**src/rtl/binary_to_bcd.sv**
```systemverilog
// binary_to_bcd
//   Sequential double-dabble (shift-add-3) converter from a zero-extended
//   14-bit unsigned binary value to four packed BCD digits. Values above
//   9999 saturate to 9,9,9,9 and raise the overflow flag.
//
//   A conversion takes 15 clocks from the sampling edge to the done pulse.
//   The digit outputs are registered and change only on the done cycle,
//   so the display never sees intermediate scratch values.
//
// Ports
//   CLK            system clock, rising-edge active
//   RST_N          asynchronous active-low reset
//   start          one-cycle request, sampled only while idle
//   binaryInput    unsigned value to convert (IN_W bits, 4..14)
//   busy           high while a conversion is in progress
//   done           one-cycle pulse when the digit outputs update
//   overflow       1 if the last converted value was above 9999
//   BCD_THOUSANDS  thousands digit, 0..9
//   BCD_HUNDREDS   hundreds digit, 0..9
//   BCD_TENS       tens digit, 0..9
//   BCD_ONES       ones digit, 0..9

module binary_to_bcd #(
    parameter int IN_W = 14
) (
    input  logic            CLK,
    input  logic            RST_N,
    input  logic            start,
    input  logic [IN_W-1:0] binaryInput,
    output logic            busy,
    output logic            done,
    output logic            overflow,
    output logic [3:0]      BCD_THOUSANDS,
    output logic [3:0]      BCD_HUNDREDS,
    output logic [3:0]      BCD_TENS,
    output logic [3:0]      BCD_ONES
);

    localparam int          VAL_W   = 14;
    localparam logic [VAL_W-1:0] MAX_VAL = 14'd9999;

    typedef enum logic [1:0] {
        IDLE,
        SHIFT,
        DONE
    } state_t;

    state_t             state;
    logic [VAL_W-1:0]   shift_reg;
    logic [15:0]        scratch;
    logic [3:0]         cnt;
    logic               ovf_cap;
    logic [VAL_W-1:0]   in_ext;
    logic [15:0]        scratch_adj;

    // Add 3 to every nibble that is 5 or more, so the following left shift
    // carries correctly into the next decimal digit.
    function automatic logic [15:0] add3(input logic [15:0] s);
        logic [15:0] r;
        r = s;
        for (int i = 0; i < 4; i++) begin
            if (s[4*i +: 4] >= 4'd5)
                r[4*i +: 4] = s[4*i +: 4] + 4'd3;
        end
        return r;
    endfunction

    function automatic logic [15:0] saturate(input logic ovf, input logic [15:0] bcd);
        return ovf ? 16'h9999 : bcd;
    endfunction

    always_comb begin
        in_ext             = '0;
        in_ext[IN_W-1:0]   = binaryInput;
    end

    always_comb begin
        scratch_adj = add3(scratch);
    end

    always_ff @(posedge CLK or negedge RST_N) begin
        if (!RST_N) begin
            state         <= IDLE;
            shift_reg     <= '0;
            scratch       <= '0;
            cnt           <= '0;
            ovf_cap       <= 1'b0;
            busy          <= 1'b0;
            done          <= 1'b0;
            overflow      <= 1'b0;
            BCD_THOUSANDS <= '0;
            BCD_HUNDREDS  <= '0;
            BCD_TENS      <= '0;
            BCD_ONES      <= '0;
        end else begin
            done <= 1'b0;
            case (state)
                IDLE: begin
                    if (start) begin
                        shift_reg <= in_ext;
                        scratch   <= '0;
                        cnt       <= 4'd14;
                        ovf_cap   <= (in_ext > MAX_VAL);
                        busy      <= 1'b1;
                        state     <= SHIFT;
                    end
                end
                SHIFT: begin
                    scratch   <= {scratch_adj[14:0], shift_reg[VAL_W-1]};
                    shift_reg <= {shift_reg[VAL_W-2:0], 1'b0};
                    cnt       <= cnt - 4'd1;
                    // A carry out of the thousands nibble is only possible for
                    // values already above 9999, so it can never clear or
                    // contradict the captured overflow decision.
                    ovf_cap   <= ovf_cap | scratch_adj[15];
                    if (cnt == 4'd1)
                        state <= DONE;
                end
                DONE: begin
                    {BCD_THOUSANDS, BCD_HUNDREDS, BCD_TENS, BCD_ONES} <= saturate(ovf_cap, scratch);
                    overflow <= ovf_cap;
                    done     <= 1'b1;
                    busy     <= 1'b0;
                    state    <= IDLE;
                end
                default: state <= IDLE;
            endcase
        end
    end

endmodule

```
**config.mk**
```make
export PLATFORM = sky130hd
export DESIGN_NAME = binary_to_bcd
export DESIGN_NICKNAME = d
export VERILOG_FILES = /design/src/rtl/binary_to_bcd.sv
export SDC_FILE = /design/constraint.sdc
export NUM_CORES = 1
export LEC_CHECK = 0
export BUFFER_PORTS_ARGS = -buffer_cell sky130_fd_sc_hd__buf_2
export CORE_ASPECT_RATIO = 1.5
export CORE_MARGIN = 2
export CORE_UTILIZATION = 40
export CTS_CLUSTER_DIAMETER = 150
export CTS_CLUSTER_SIZE = 25
export DETAILED_ROUTE_END_ITERATION = 12
export PLACE_DENSITY = 0.61
export SETUP_SLACK_MARGIN = 0.1
export SLEW_MARGIN = 20
export SYNTH_ARGS = -nofsm -noshare
export SYNTH_HDL_FRONTEND = slang
export SYNTH_SLANG_ARGS = --single-unit
```
**constraint.sdc**
```tcl
create_clock -name CLK -period 1.7 [get_ports CLK]
set_clock_uncertainty 0.1 [all_clocks]
set_input_delay 0 -clock CLK [delete_from_list [all_inputs] [get_ports CLK]]
set_output_delay 0 -clock CLK [all_outputs]
set_load 0.005 [all_outputs]
```
==> results_dict.tcl <==
set metrics [dict create \
    critPathMaxFanout 4 \
    finalWirelength_mm 5.42 \
    cts_tree "done" \
    antenna_cells 0 \
    htree_levels 2 \
    drive_above_1_share 0.209 \
    drt_iter0_drc 96 \
    avgSynthCellArea_sq_um 9.73 \
    fin_crit_sh 0.880 \
    cp_cell_sequence "inv_1 -> ha_1 -> nand2b_1 -> a21oi_2 -> xnor2_1 -> o22ai_1" \
    holdWs_ns 0.0534 \
    synthDistinctLibCells 33 \
    worst-slew-pin-transition_ns 0.580 \
    netlist_area_sq_mm 0.00263 \
    numPortBuffers 35 \
    crit_required_ns 1.79 \
    hpwl_mm 3.70 \
    drc_errors 0 \
    max_slew_margin 0.613 \
    syn_nets 297 \
    top_level_ports 36 \
    hold_path_depth 4 \
    r2r_cells 6 \
    fmax_mhz 669 \
    leakage_nw 1.51 \
    gr-total-overflow 0 \
    syn2layout_area_growth_pct 23.4 \
    setup_tns_ns 0 \
    cts_setup_buffers 0 \
    cts-root-buf "clkbuf_8" \
    status "complete, no violations" \
    die_h_um 103 \
    setup_viol 0 \
    critical_path_arrival_ns 1.58 \
    die_w_um 70.2 \
    hold_path_class "in2reg" \
    via_count 2110 \
    cp_slowest_cell "dfrtp_1" \
    syn-instance-count 270 \
    place.gp.congestion 0.805 \
    antenna_left 0 \
    drv_cap 0 \
    slew_viol_final 0 \
    clkSinkCount 56 \
    drt_pass1_iterations 4 \
    grt_max_degree 57 \
    fin_nets 356 \
    design.core.area_sq_mm 0.00644 \
    final_util 0.503 \
    viasPerCell 5.20 \
    power.density_mw_per_mm2 1550 \
    clk_pin_slew_ns 0.09 \
    grt_pass1_wl_mm 9.63 \
    critPathKind "reg2reg" \
    start_util 0.408 \
    crit_path_start_kind "register" \
    largest_register_ffs 16 \
    grt_pass1_vias 2119 \
    cts_buffers 5 \
    wire_per_inst_um 13.3 \
    yosys_warnings 0 \
    seq_area_frac_synth 0.533 \
    vdd_ir_drop_max_mv 0.645 \
    ys_ff_latch 56 \
    rsz0062_at_grt "no" \
    clockBufferDepth 2 \
    antenna_found_initial 0 \
    row_count 36 \
    track_usage 0.163 \
    clock_latency_ns 0.30 \
    period_needed_ns 1.50 \
    dieArea_sq_mm 0.00725 \
    hold_violations 0 \
    endpoint_kind "register" \
    max_stage_delay_ns 0.40 \
]
==> stage by stage <==
stage / total power [mW] / instances / setup WS [ns] / area, sq um
after global routing: 5.49 / 406 / 0.0919 / 3240
after global placement: 4.16 / 383 / 0.119 / 2970
after detailed placement: 4.20 / 383 / 0.118 / 2970
after floorplan: 3.51 / 270 / 0.258 / 2630
final: 5.04 / 406 / 0.204 / 3240
after CTS: 4.99 / 406 / 0.108 / 3210
==> cells by family after synthesis <==
logic type      count (synthesis)  synth area share
compound gates                 80             0.190
xor+xnor                        7            0.0233
fa+ha+maj                      10            0.0476
buf+inv                        26            0.0429
flops                          56             0.533
mux                             2           0.00810
simple gates                   89             0.155
==> layer usage <==
metal,up-vias,share of wire,track usage
li1,1056,-,-
met1,1004,0.46,0.207
met2,41,0.50,0.285
met3,9,0.030,0.0271
met4,0,0.018,0.0533
met5,-,0,0
==> layout make-up <==
| cell class | count | area (sq um) |
|---|---|---|
| well taps | 76 | 95.1 |
| clock buffers | 7 | 86.3 |
| multi-input cells | 188 | 1140 |
| inverters | 11 | 41.3 |
| flip-flops and latches | 56 | 1400 |
| repair buffers | 67 | 465 |
| clock inverters | 1 | 7.51 |
| fillers | 621 | 3200 |
==> power breakdown <==
part           internal [mW]  leakage (nW)  total [mW]  switching [mW]
Sequential              1.79         0.724        2.22           0.425
Combinational          0.988         0.744        2.07            1.08
Clock                  0.332        0.0445       0.757           0.425
Total                   3.11          1.51        5.04            1.93
==> worst max-delay path, delay by kind of cell, from the launching register on <==
| kind | cells | cell delay (ns) |
|---|---|---|
| xor gates and xnor gates | 1 | 0.14 |
| and+or+nand+nor | 1 | 0.10 |
| AOI/OAI and AO/OA | 2 | 0.29 |
| DFF | 1 | 0.40 |
| buffers and inverters | 1 | 0.14 |
| adders and majority gates | 1 | 0.22 |
==> layout by cell type (no fill, tap or decap), types with 2 or more instances in the layout <==
cell type / count
a21oi_1: 3
a21oi_2: 2
a21oi_4: 2
a22o_1: 5
a22oi_1: 14
buf_2: 35
buf_4: 16
clkbuf_8: 6
dfrtp_1: 54
dfrtp_2: 2
dlygate4sd3_1: 15
ha_1: 10
inv_1: 10
nand2_1: 43
nand2b_1: 10
nand3_1: 5
nand3b_1: 2
nor2_1: 19
nor2b_1: 2
o21ai_0: 37
o22ai_1: 5
o311ai_1: 4
o31ai_1: 4
o32ai_1: 3
xnor2_1: 4
xor2_1: 3
==> cell usage after synthesis (all sizes together) <==
cell    number  area [sq um]
nand3        5          25.0
mux2i        1          10.0
nand3b       2          15.0
nor2        20          77.6
o21ai       37           185
nor3b        1          7.51
o31ai        4          30.0
a21oi        7          35.0
mux2         1          11.3
nor4b        1          15.0
o22ai        5          31.3
nor3         1          5.00
a22o         5          43.8
a22oi       14           105
and2b        1          7.51
nor2b        2          12.5
and3         1          6.26
nor4         1          6.26
xor2         3          26.3
nand2       43           161
clkbuf       8          30.0
or2          1          6.26
ha          10           125
buf          7          41.3
nand2b      10          62.6
a31oi        1          6.26
inv         11          41.3
o311ai       4          35.0
dfrtp       56          1400
o32ai        3          26.3
xnor2        4          35.0
==> timing repair <==
action                                  CTS  global route
hold buffers                             15             0
resized for setup                         0             9
endpoints found under the setup margin    0            13
endpoints found under the hold margin    71             0
==> final timing paths <==
| kind | start | slack (ns) | endpoint |
|---|---|---|---|
| max reg2reg | scratch[13]$_DFFE_PN0P_ | 0.20 | scratch[13]$_DFFE_PN0P_ |
| min in group asynchronous | RST_N | 0.11 | cnt[0]$_DFFE_PN0P_ |
| max | scratch[13]$_DFFE_PN0P_ | 0.20 | scratch[13]$_DFFE_PN0P_ |
| min reg2reg | BCD_TENS[0]$_DFFE_PN0P_ | 0.38 | BCD_TENS[0]$_DFFE_PN0P_ |
| min | start | 0.05 | scratch[13]$_DFFE_PN0P_ |
| max in group asynchronous | RST_N | 1.12 | state[1]$_DFFE_PN0P_ |
No activity file was read; power rests on OpenSTA's default activity.
